===== src/rtl/event_delay_monitor.sv =====
// event_delay_monitor: clocked max/min delay check from event1 rise to next event2 rise
// Ports: clk, reset (async, active-high), enable, clear (sync), event1/event2 (start/end events);
//        busy, delay_count, measure_valid, max_violation, min_violation, violation_count.
// Build option: EVENT_SYNC_EN adds a 2-flop synchronizer per event input; otherwise a single
// capture flop is used and the events must already be synchronous to clk.
module event_delay_monitor #(
    parameter int CNT_WIDTH = 16,
    parameter int MAX_DELAY = 100,
    parameter int MIN_DELAY = 0
) (
    input  logic                 clk,
    input  logic                 reset,
    input  logic                 enable,
    input  logic                 clear,
    input  logic                 event1,
    input  logic                 event2,
    output logic                 busy,
    output logic [CNT_WIDTH-1:0] delay_count,
    output logic                 measure_valid,
    output logic                 max_violation,
    output logic                 min_violation,
    output logic [7:0]           violation_count
);
    localparam logic [1:0] IDLE = 2'd0, ARMED = 2'd1, TIMEOUT = 2'd2;
    localparam logic [CNT_WIDTH-1:0] MAX_C = CNT_WIDTH'(MAX_DELAY);
    localparam logic [CNT_WIDTH-1:0] MIN_C = CNT_WIDTH'(MIN_DELAY);

    logic cur1, cur2, prev1, prev2, rise1, rise2;
`ifdef EVENT_SYNC_EN
    logic [1:0] sync1, sync2;
    always_ff @(posedge clk or posedge reset)
        if (reset) begin
            sync1 <= '0;
            sync2 <= '0;
        end else begin
            sync1 <= {sync1[0], event1};
            sync2 <= {sync2[0], event2};
        end
    assign cur1 = sync1[1];
    assign cur2 = sync2[1];
`else
    logic cap1, cap2;
    always_ff @(posedge clk or posedge reset)
        if (reset) begin
            cap1 <= 1'b0;
            cap2 <= 1'b0;
        end else begin
            cap1 <= event1;
            cap2 <= event2;
        end
    assign cur1 = cap1;
    assign cur2 = cap2;
`endif

    always_ff @(posedge clk or posedge reset)
        if (reset) begin
            prev1 <= 1'b0;
            prev2 <= 1'b0;
        end else begin
            prev1 <= cur1;
            prev2 <= cur2;
        end
    assign rise1 = cur1 & ~prev1;
    assign rise2 = cur2 & ~prev2;

    logic [1:0]           state, state_n;
    logic [CNT_WIDTH-1:0] cnt, cnt_n, inc, dc_n;
    logic                 mv_n, maxv_n, minv_n, under_min;
    logic [7:0]           vc_n;

    // Saturating increment; only reaches all-ones while in TIMEOUT.
    assign inc = (&cnt) ? cnt : cnt + CNT_WIDTH'(1);
    // Borrow of inc - MIN_C, i.e. inc < MIN_DELAY, without a constant compare when MIN_DELAY is 0.
    assign under_min = 1'(({1'b0, inc} - {1'b0, MIN_C}) >> CNT_WIDTH);

    always_comb begin
        state_n = state;
        cnt_n   = cnt;
        dc_n    = delay_count;
        mv_n    = 1'b0;
        maxv_n  = 1'b0;
        minv_n  = 1'b0;
        if (!enable) begin
            state_n = IDLE;
            cnt_n   = '0;
        end else if (state == IDLE) begin
            if (rise1) begin
                state_n = ARMED;
                cnt_n   = '0;
            end
        end else begin
            cnt_n = inc;
            if (rise2) begin
                dc_n    = inc;
                mv_n    = 1'b1;
                minv_n  = (state == ARMED) && under_min;
                state_n = IDLE;
            end else if (state == ARMED && !rise1 && inc > MAX_C) begin
                maxv_n  = 1'b1;
                state_n = TIMEOUT;
            end
            // A new start event wins over the end of the old measurement.
            if (rise1) begin
                state_n = ARMED;
                cnt_n   = '0;
            end
        end
        vc_n = clear ? 8'd0 : ((maxv_n | minv_n) && violation_count != 8'hff) ? violation_count + 8'd1 : violation_count;
        if (clear) dc_n = '0;
    end

    always_ff @(posedge clk or posedge reset)
        if (reset) begin
            state           <= IDLE;
            cnt             <= '0;
            busy            <= 1'b0;
            delay_count     <= '0;
            measure_valid   <= 1'b0;
            max_violation   <= 1'b0;
            min_violation   <= 1'b0;
            violation_count <= '0;
        end else begin
            state           <= state_n;
            cnt             <= cnt_n;
            busy            <= state_n != IDLE;
            delay_count     <= dc_n;
            measure_valid   <= mv_n;
            max_violation   <= maxv_n;
            min_violation   <= minv_n;
            violation_count <= vc_n;
        end
endmodule


===== config.mk =====
export PLATFORM = sky130hd
export DESIGN_NAME = event_delay_monitor
export DESIGN_NICKNAME = d
export VERILOG_FILES = /design/src/rtl/event_delay_monitor.sv
export SDC_FILE = /design/constraint.sdc
export NUM_CORES = 1
export LEC_CHECK = 0
export CAP_MARGIN = 25
export CELL_PAD_IN_SITES_DETAIL_PLACEMENT = 1
export CELL_PAD_IN_SITES_GLOBAL_PLACEMENT = 1
export CORE_UTILIZATION = 30
export CTS_CLUSTER_DIAMETER = 100
export CTS_CLUSTER_SIZE = 10
export DETAILED_ROUTE_END_ITERATION = 6
export GPL_TIMING_DRIVEN = 0
export PLACE_DENSITY = 0.71
export SLEW_MARGIN = 20
export SYNTH_ARGS = -nofsm -noshare
export SYNTH_HDL_FRONTEND = slang
export SYNTH_SLANG_ARGS = --single-unit

===== constraint.sdc =====
create_clock -name clk -period 6.6 [get_ports clk]
set_clock_uncertainty 0.05 [all_clocks]
set_input_delay 0.66 -clock clk [delete_from_list [all_inputs] [get_ports clk]]
set_output_delay 0.66 -clock clk [all_outputs]
set_load 0.02 [all_outputs]

==> results.cfg, run 1 <==
[run_status]
status = complete, no violations

[power_and_ir_drop]
p_leak_nw = 1.338
p_sw_mw = 0.1300
power_mw = 0.5694
power_density_mw_per_mm2 = 169.7
clkPwrFrac_pct = 39.9
peakVddDrop_mv = 0.07370
comb_power_share_pct = 6.5
internal_power_mw = 0.4394
p_seq_share_pct = 53.6
swShare_pct = 22.83

[grt]
grt_pass1_vias = 2303
grt_max_degree = 31
grt_pass1_wl_um = 11840
antenna_found_initial = 0
grt_usage_pct = 15.58
overflow = 0

[sta]
max_freq_ghz = 0.3158
final-max-slew-violation-count = 0
hold_viol = 0
relSlewSlack_pct = 48.51
worstMarginPinSlew_ns = 0.7695
period_share_pct = 47.98
whs_ns = 0.3260
fin_tns_setup_ns = 0
period_needed_ns = 3.167
setup_slack_ns = 3.433
setup_viol = 0
rsz0062_at_grt = false

[clock_tree]
ctsResizeCount = 0
htree_levels = 2
ctsRootBufferMaster = clkbuf_8
clkLatencyLatePin_ns = 0.31
clkTransAtPathRegs_ns = 0.09
cts_buffers = 5
cts_sinks = 49
cts_tree = yes
cts.hold.buffers_added = 0
clk_path_buf_depth = 2
cts_setup_buffers = 0

[flow_run]
max_cap_viol_count = 0

[placement]
gp_congestion = 0.8075
dpl_cell_area_mm2 = 0.003239
placed_cells = 431
numPortBuffers = 31
dp_slack_ns = 3.147
dp_hpwl_um = 5111

[yosys]
synthCells = 291
avgSynthCellArea_um2 = 9.532
syn_nets = 299
ys_ff_latch = 49
synth-edff-count = 0
yosys_warnings = 0
synth_cell_types = 66
async_reset_ff_share_pct = 100.0
yosys_most_used_dff = dfrtp_1
ys_seq_area_share_pct = 44.20
syn-cell-area_mm2 = 0.002774

[setup_path]
cp_cell_sequence = ha_1 -> buf_4 -> nand4_4 -> buf_6 -> nor4_4 -> o221ai_1 -> o21ai_2 -> a221oi_4 -> or4b_1 -> a221oi_2
cpPeakStageDelay_ns = 0.52
endpoint_kind = flop
r2r_cells = 10
startpoint = cnt[1]$_DFFE_PP0P_
crit_fanout = 10
cp-start-kind = flop
path_depth = 10
critPathBufInv = 2
worstSetupPathType = flop to flop
critPathArrivalTime_ns = 3.32
slowest_stage = nor4_4
crit_family = simple AND/OR/NAND/NOR gates
rrSetupSlack_ns = 3.43
cp.required_ns = 6.75
r2r-start = cnt[1]$_DFFE_PP0P_
r2r-end = violation_count[6]$_DFFE_PP0P_

[hold_path]
min_path_cells = 0
min_to = prev2$_DFF_PP0_
min_from = cap2$_DFF_PP0_
min-delay-path-class = flop to flop

[die]
core_area_mm2 = 0.008848
dieHeight_um = 98.16
initial_core_util_pct = 31.35
dieArea_mm2 = 0.009635
io_pins = 34
rows = 34
die_x_um = 98.16

[cells_and_area]
area_growth_pct = 20.97
final_area_mm2 = 0.003356
nFillCells = 1024
post-route-util_pct = 37.92
final_cells = 439
antennaDiodeCount = 0
finalNetCount = 338
drive_above_1_share_pct = 15.41

[routing]
dr.first_iter.drc_count = 77
drt_wl_total_um = 7046
first_pass_iters = 6
viasPerCell = 5.134
drc = 0
vias = 2254
ant_nets = 0
wl_per_cell_um = 16.05
-- worst register-to-register path, delay by kind of cell (launching register included) --
family / cells / cell delay (ns)
adder cells (fa/ha/maj): 1 / 0.19
flip-flops: 1 / 0.48
buffers and inverters: 2 / 0.35
AO/OA/AOI/OAI: 4 / 0.83
AND/OR/NAND/NOR: 3 / 1.16
-- power by group through the flow --
stage	clock network [mW]	registers, mW	logic [mW]
floorplan	0	0.313	0.0206
CTS	0.233	0.305	0.0379
detailed placement	0	0.311	0.0379
global placement	0	0.311	0.0355
global route	0.246	0.306	0.0411
finish	0.227	0.305	0.0367
-- layout by cell type (no fill, tap or decap), types with 6 or more instances in the layout --
master,netlist,routed
dfrtp_1,49,49
nand2_1,37,37
nor2_1,31,31
clkdlybuf4s50_1,0,31
a21oi_1,16,16
nand3_1,11,11
xor2_1,11,11
clkbuf_1,8,9
a211oi_1,8,8
buf_4,6,6
nor3_1,6,6
xnor2_1,6,6
clkbuf_8,0,6
-- state kept, by name (all words and copies together), names as in the netlist --
name             flops
state                2
busy                 1
delay_count         16
measure_valid        1
prev2                1
cnt                 16
max_violation        1
cap1                 1
violation_count      8
prev1                1
cap2                 1
-- worst max path at each step --
stage	endpoint	slack [ns]
2_1_floorplan	violation_count[0]$_DFFE_PP0P_	3.86
3_3_place_gp	violation_count[5]$_DFFE_PP0P_	3.19
3_5_place_dp	violation_count[7]$_DFFE_PP0P_	3.15
4_1_cts	violation_count[6]$_DFFE_PP0P_	3.43
5_1_grt	violation_count[6]$_DFFE_PP0P_	3.22
6_report	violation_count[6]$_DFFE_PP0P_	3.43
-- layer usage --
metal	vias to the layer above	GRT usage (%)	wire (um)
met5	-	0	0
met4	0	4.822	92
met3	8	2.649	174
met2	29	25.30	3324
met1	1113	21.21	3455
li1	1104	-	-
-- area by class of cell --
cell class	count	area [um^2]	share of cell area [%]
Sequential cell	49	1226	36.54
Tap cell	108	135.1	4.027
Multi-Input combinational cell	217	1411	42.06
Inverter	4	15.01	0.4474
Buffer	21	121.4	3.617
Clock buffer	7	86.33	2.573
Timing Repair Buffer	32	330.3	9.843
Clock inverter	1	30.03	0.8949
-- synthesized netlist by cell type, types with 4 or more instances --
cell type  count  area share (%)
nor2_1        31             4.2
buf_4          6             1.6
nor2b_1        4            0.90
nand2_1       37             5.0
dfrtp_1       49              44
a21oi_1       16             2.9
and3_1         5             1.1
clkbuf_1       8             1.1
xor2_1        11             3.5
nand3_1       11             2.0
a211oi_1       8             2.2
nor3_1         6             1.1
inv_1          4            0.54
nand2b_1       4            0.90
xnor2_1        6             1.9
a21oi_2        5             1.6
or3_1          4            0.90
nand4_1        5             1.1
buf_2          4            0.72
-- kinds of logic after synthesis --
family / share of synthesized area (%)
and+or+nand+nor: 25.98
DFF: 44.20
buffers and inverters: 4.916
xor gates and xnor gates: 5.368
adders and majority gates: 0.9020
muxes: 2.030
AOI/OAI and AO/OA: 16.46
other: 0.1352
Note: power is estimated with default switching activity, not from simulation.
==> run 2, diff against run 1 <==
Clock period 6.6 ns to 3.2 ns, I/O delays scaled along.
==> results.cfg, run 2 (synthesized netlist as in run 1, its figures left out) <==
[routing]
top_layer = met4
drc = 0
ant_nets = 0
dr.first_iter.drc_count = 85
drt_wl_total_um = 7103
wirelength_met1_um = 3406
wl_met2_um = 3379
first_pass_iters = 6
viasPerCell = 5.168
wl_per_cell_um = 16.11
vias = 2279
met3_length_um = 224

[sta]
final-max-slew-violation-count = 0
setup_slack_ns = 0.1399
whs_ns = 0.2995
period_needed_ns = 3.060
hold_viol = 0
period_share_pct = 95.63
worstMarginPinSlew_ns = 0.7752
rsz0062_at_grt = false
fin_tns_setup_ns = 0
relSlewSlack_pct = 48.13
max_freq_ghz = 0.3268
setup_viol = 0

[clock_tree]
cts_tree = yes
cts_buffers = 5
clkLatencyLatePin_ns = 0.31
cts_sinks = 49
clk_path_buf_depth = 2
cts.hold.buffers_added = 0
ctsRootBufferMaster = clkbuf_8
clkTransAtPathRegs_ns = 0.09
htree_levels = 2

[cells_and_area]
layout_common_cells = dfrtp_1 (49), nand2_1 (37), nor2_1 (31), clkdlybuf4s50_1 (31), a21oi_1 (16)
antennaDiodeCount = 0
finalNetCount = 340
reg_top3 = cnt (16), delay_count (16), violation_count (8)
drive_above_1_share_pct = 16.22
final_common_cell = dfrtp_1
post-route-util_pct = 38.18
nFillCells = 1022
final_cells = 441
area_growth_pct = 21.79

[setup_path]
endpoint_kind = flop
slowest_stage = dfrtp_1
crit_fanout = 10
cp.required_ns = 3.35
critPathArrivalTime_ns = 3.21
rrSetupSlack_ns = 0.14
crit_family = simple AND/OR/NAND/NOR gates
cpPeakStageDelay_ns = 0.49
critPathBufInv = 1
worstSetupPathType = flop to flop
cp_cell_sequence = ha_1 -> buf_4 -> nand4_4 -> or3_4 -> and3_4 -> or4_4 -> a221oi_4 -> nor2b_1 -> a221oi_2
cp-start-kind = flop

[grt]
grt_pass1_vias = 2303
grt_usage_pct = 15.58
overflow = 0
grt_pass1_wl_um = 11840
antenna_found_initial = 0
grt_max_degree = 31

[hold_path]
min-delay-path-class = input pin to async pin

[run_status]
status = complete, no violations

[flow_run]
max_cap_viol_count = 0

[die]
dieHeight_um = 98.16
initial_core_util_pct = 31.35
rows = 34
dieArea_mm2 = 0.009635
die_x_um = 98.16
core_area_mm2 = 0.008848
io_pins = 34

[power_and_ir_drop]
peakVddDrop_mv = 0.1498
power_density_mw_per_mm2 = 347.8
p_leak_nw = 1.350

[placement]
placed_cells = 431
dp_hpwl_um = 5111
numPortBuffers = 31
gp_congestion = 0.8075
dp_slack_ns = 0.05891
## run 2: routing by layer
layer  global-route usage [%]  up-vias
li1                         -     1106
met1                    21.21     1127
met2                    25.30       40
met3                    2.649        6
met4                    4.822        0
met5                        0        -
## run 2: path summary, 6_finish.rpt
path / start / endpoint / cells past startpoint
setup / recovery: cnt[1]$_DFFE_PP0P_ / violation_count[6]$_DFFE_PP0P_ / 9
hold / removal: reset / cnt[13]$_DFFE_PP0P_ / 2
setup reg to reg: cnt[1]$_DFFE_PP0P_ / violation_count[6]$_DFFE_PP0P_ / 9
hold reg to reg: cap2$_DFF_PP0_ / prev2$_DFF_PP0_ / 0
max in group asynchronous: reset / cnt[7]$_DFFE_PP0P_ / 3
min in group clk: cap2$_DFF_PP0_ / prev2$_DFF_PP0_ / 0
## run 2: repair_timing
action                     4_1_cts  5_1_grt
gates resized for setup          0        1
setup endpoints to repair        0        4
buffers inserted                 0        2
## run 2: where the power goes
| group | switching, mW | total (mW) | leakage [nW] | internal (mW) |
|---|---|---|---|---|
| clock network | 0.214 | 0.470 | 0.0585 | 0.255 |
| logic | 0.0505 | 0.0758 | 0.618 | 0.0253 |
| registers | 0.00370 | 0.630 | 0.673 | 0.626 |
## run 2: worst reg2reg max path: stages, from the launching register on
cell and delay [ns]:
dfrtp_1 0.49, ha_1 0.20, buf_4 0.18, nand4_4 0.13, or3_4 0.43, and3_4 0.20, or4_4 0.43, a221oi_4 0.43
nor2b_1 0.14, a221oi_2 0.30
## run 2: cell type report
class	instances	area, um^2	share of cell area, %
Multi-Input combinational cell	217	1419	42.00
Clock buffer	7	86.33	2.556
Clock inverter	1	30.03	0.8889
Timing Repair Buffer	34	345.3	10.22
Buffer	21	121.4	3.593
Inverter	4	15.01	0.4444
Sequential cell	49	1226	36.30
Tap cell	108	135.1	4.000
## run 2: through the flow
stage / cell area, um^2 / power (mW)
finish: 3378 / 1.175
CTS: 3356 / 1.188
floorplan: 2774 / 0.6874
global route: 3378 / 1.222
detailed placement: 3239 / 0.7201
global placement: 3219 / 0.7149
==> run 3, diff against run 2 <==
Settings changed: CORE_MARGIN from default to 2.
==> results.cfg, run 3 (synthesized netlist as in run 1, its figures left out) <==
[die]
io_pins = 34
dieArea_mm2 = 0.01003
initial_core_util_pct = 30.45
rows = 35
core_area_mm2 = 0.009109
die_x_um = 100.2
dieHeight_um = 100.2

[cells_and_area]
area_growth_pct = 19.85
final_common_cell = dfrtp_1
nFillCells = 1055
finalNetCount = 338
drive_above_1_share_pct = 15.50
antennaDiodeCount = 0
layout_common_cells = dfrtp_1 (49), nand2_1 (37), nor2_1 (31), clkdlybuf4s50_1 (31), a21oi_1 (16)
post-route-util_pct = 36.50
reg_top3 = cnt (16), delay_count (16), violation_count (8)

[setup_path]
cp-start-kind = flop
crit_fanout = 10
critPathArrivalTime_ns = 3.17
worstSetupPathType = flop to flop
cp.required_ns = 3.34
endpoint_kind = flop
r2r-start = cnt[1]$_DFFE_PP0P_
rrSetupSlack_ns = 0.17
r2r_cells = 9
r2r-end = violation_count[0]$_DFFE_PP0P_

[sta]
final-max-slew-violation-count = 0
fin_tns_setup_ns = 0
worstMarginPinSlew_ns = 0.7775
setup_viol = 0
hold_viol = 0
period_share_pct = 94.58
rsz0062_at_grt = false
period_needed_ns = 3.027
relSlewSlack_pct = 47.98
max_freq_ghz = 0.3304

[routing]
dr.first_iter.drc_count = 113
drc = 0
first_pass_iters = 4
viasPerCell = 5.145
drt_wl_total_um = 6768
wl_per_cell_um = 15.38
ant_nets = 0
vias = 2264

[clock_tree]
cts_tree = yes
cts.hold.buffers_added = 0
cts_setup_buffers = 0
clk_path_buf_depth = 2
ctsRootBufferMaster = clkbuf_8
clkLatencyLatePin_ns = 0.30
ctsResizeCount = 0
cts_buffers = 5
cts_sinks = 49
clkTransAtPathRegs_ns = 0.09
htree_levels = 2

[placement]
dp_hpwl_um = 5029
gp_congestion = 0.8096
numPortBuffers = 31

[grt]
overflow = 0
grt_usage_pct = 14.17
grt_pass1_vias = 2261
grt_max_degree = 31
antenna_found_initial = 0
grt_pass1_wl_um = 11460

[hold_path]
min-delay-path-class = input pin to async pin

[power_and_ir_drop]
power_density_mw_per_mm2 = 316.3
p_leak_nw = 1.320
peakVddDrop_mv = 0.1814

[run_status]
status = complete, no violations

[flow_run]
max_cap_viol_count = 0
==> run 3: cell types whose count changed in the layout (fill, tap and decap cells not counted) <==
cell	change
buf_4	-2
bufinv_16	-1
clkbuf_1	-1
clkbuf_8	-1
clkinv_2	+1
==> run 3: area by class of cell <==
class                      instances  area, um^2  area share, %
multi-input combinational        217        1419          42.68
sequential                        49        1226          36.88
clock buffer                       5       68.82          2.070
inverter                           4       15.01         0.4516
tap                              111       138.9          4.178
buffer                            21       121.4          3.651
timing repair buffer              32       330.3          9.936
clock inverter                     1       5.005         0.1505
==> run 3: routing by layer <==
| layer | vias to the layer above | part of all wire [%] | global-route usage (%) |
|---|---|---|---|
| met5 | - | 0 | 0 |
| met4 | 0 | 1.1 | 3.583 |
| met3 | 5 | 3.0 | 1.602 |
| met2 | 38 | 47 | 23.70 |
| met1 | 1114 | 49 | 19.62 |
| li1 | 1107 | - | - |
==> run 3: stage by stage <==
| step | setup WS, ns | cell area [um^2] | std cells | total power, mW | hold slack, ns |
|---|---|---|---|---|---|
| floorplan | 0.4604 | 2774 | 291 | 0.6874 | 0.2965 |
| global placement | 0.1252 | 3223 | 433 | 0.7153 | 0.3039 |
| detailed placement | 0.1186 | 3243 | 434 | 0.7200 | 0.3258 |
| CTS | 0.1357 | 3317 | 440 | 1.065 | 0.3225 |
| global route | 0.006999 | 3324 | 440 | 1.092 | 0.3413 |
| finish | 0.1733 | 3324 | 440 | 1.051 | 0.3115 |
==> run 3: worst max-delay path by stage <==
stage                       startpoint  slack [ns]                              to  cells past startpoint
finish              cnt[1]$_DFFE_PP0P_        0.17  violation_count[0]$_DFFE_PP0P_                      9
global route        cnt[1]$_DFFE_PP0P_       0.007  violation_count[0]$_DFFE_PP0P_                      9
global placement                enable        0.13  violation_count[5]$_DFFE_PP0P_                      7
detailed placement              enable        0.12  violation_count[7]$_DFFE_PP0P_                      7
floorplan           cnt[1]$_DFFE_PP0P_        0.46  violation_count[0]$_DFFE_PP0P_                      9
CTS                 cnt[1]$_DFFE_PP0P_        0.14  violation_count[6]$_DFFE_PP0P_                     10
==> run 3: where the power goes <==
group / switching, mW / total, mW / leakage (nW) / internal, mW
sequential: 0.00383 / 0.630 / 0.673 / 0.626
combinational: 0.0500 / 0.0753 / 0.607 / 0.0253
clock: 0.202 / 0.347 / 0.0399 / 0.145
total: 0.256 / 1.05 / 1.32 / 0.796
==> run 3: worst max-delay path, stage by stage (launching register included) <==
cell and delay (ns):
dfrtp_1 0.47, ha_1 0.19, buf_4 0.18, nand4_4 0.13, or3_4 0.43, and3_4 0.20, or4_4 0.43, a221oi_4 0.41
nor2b_2 0.12, mux2_4 0.31
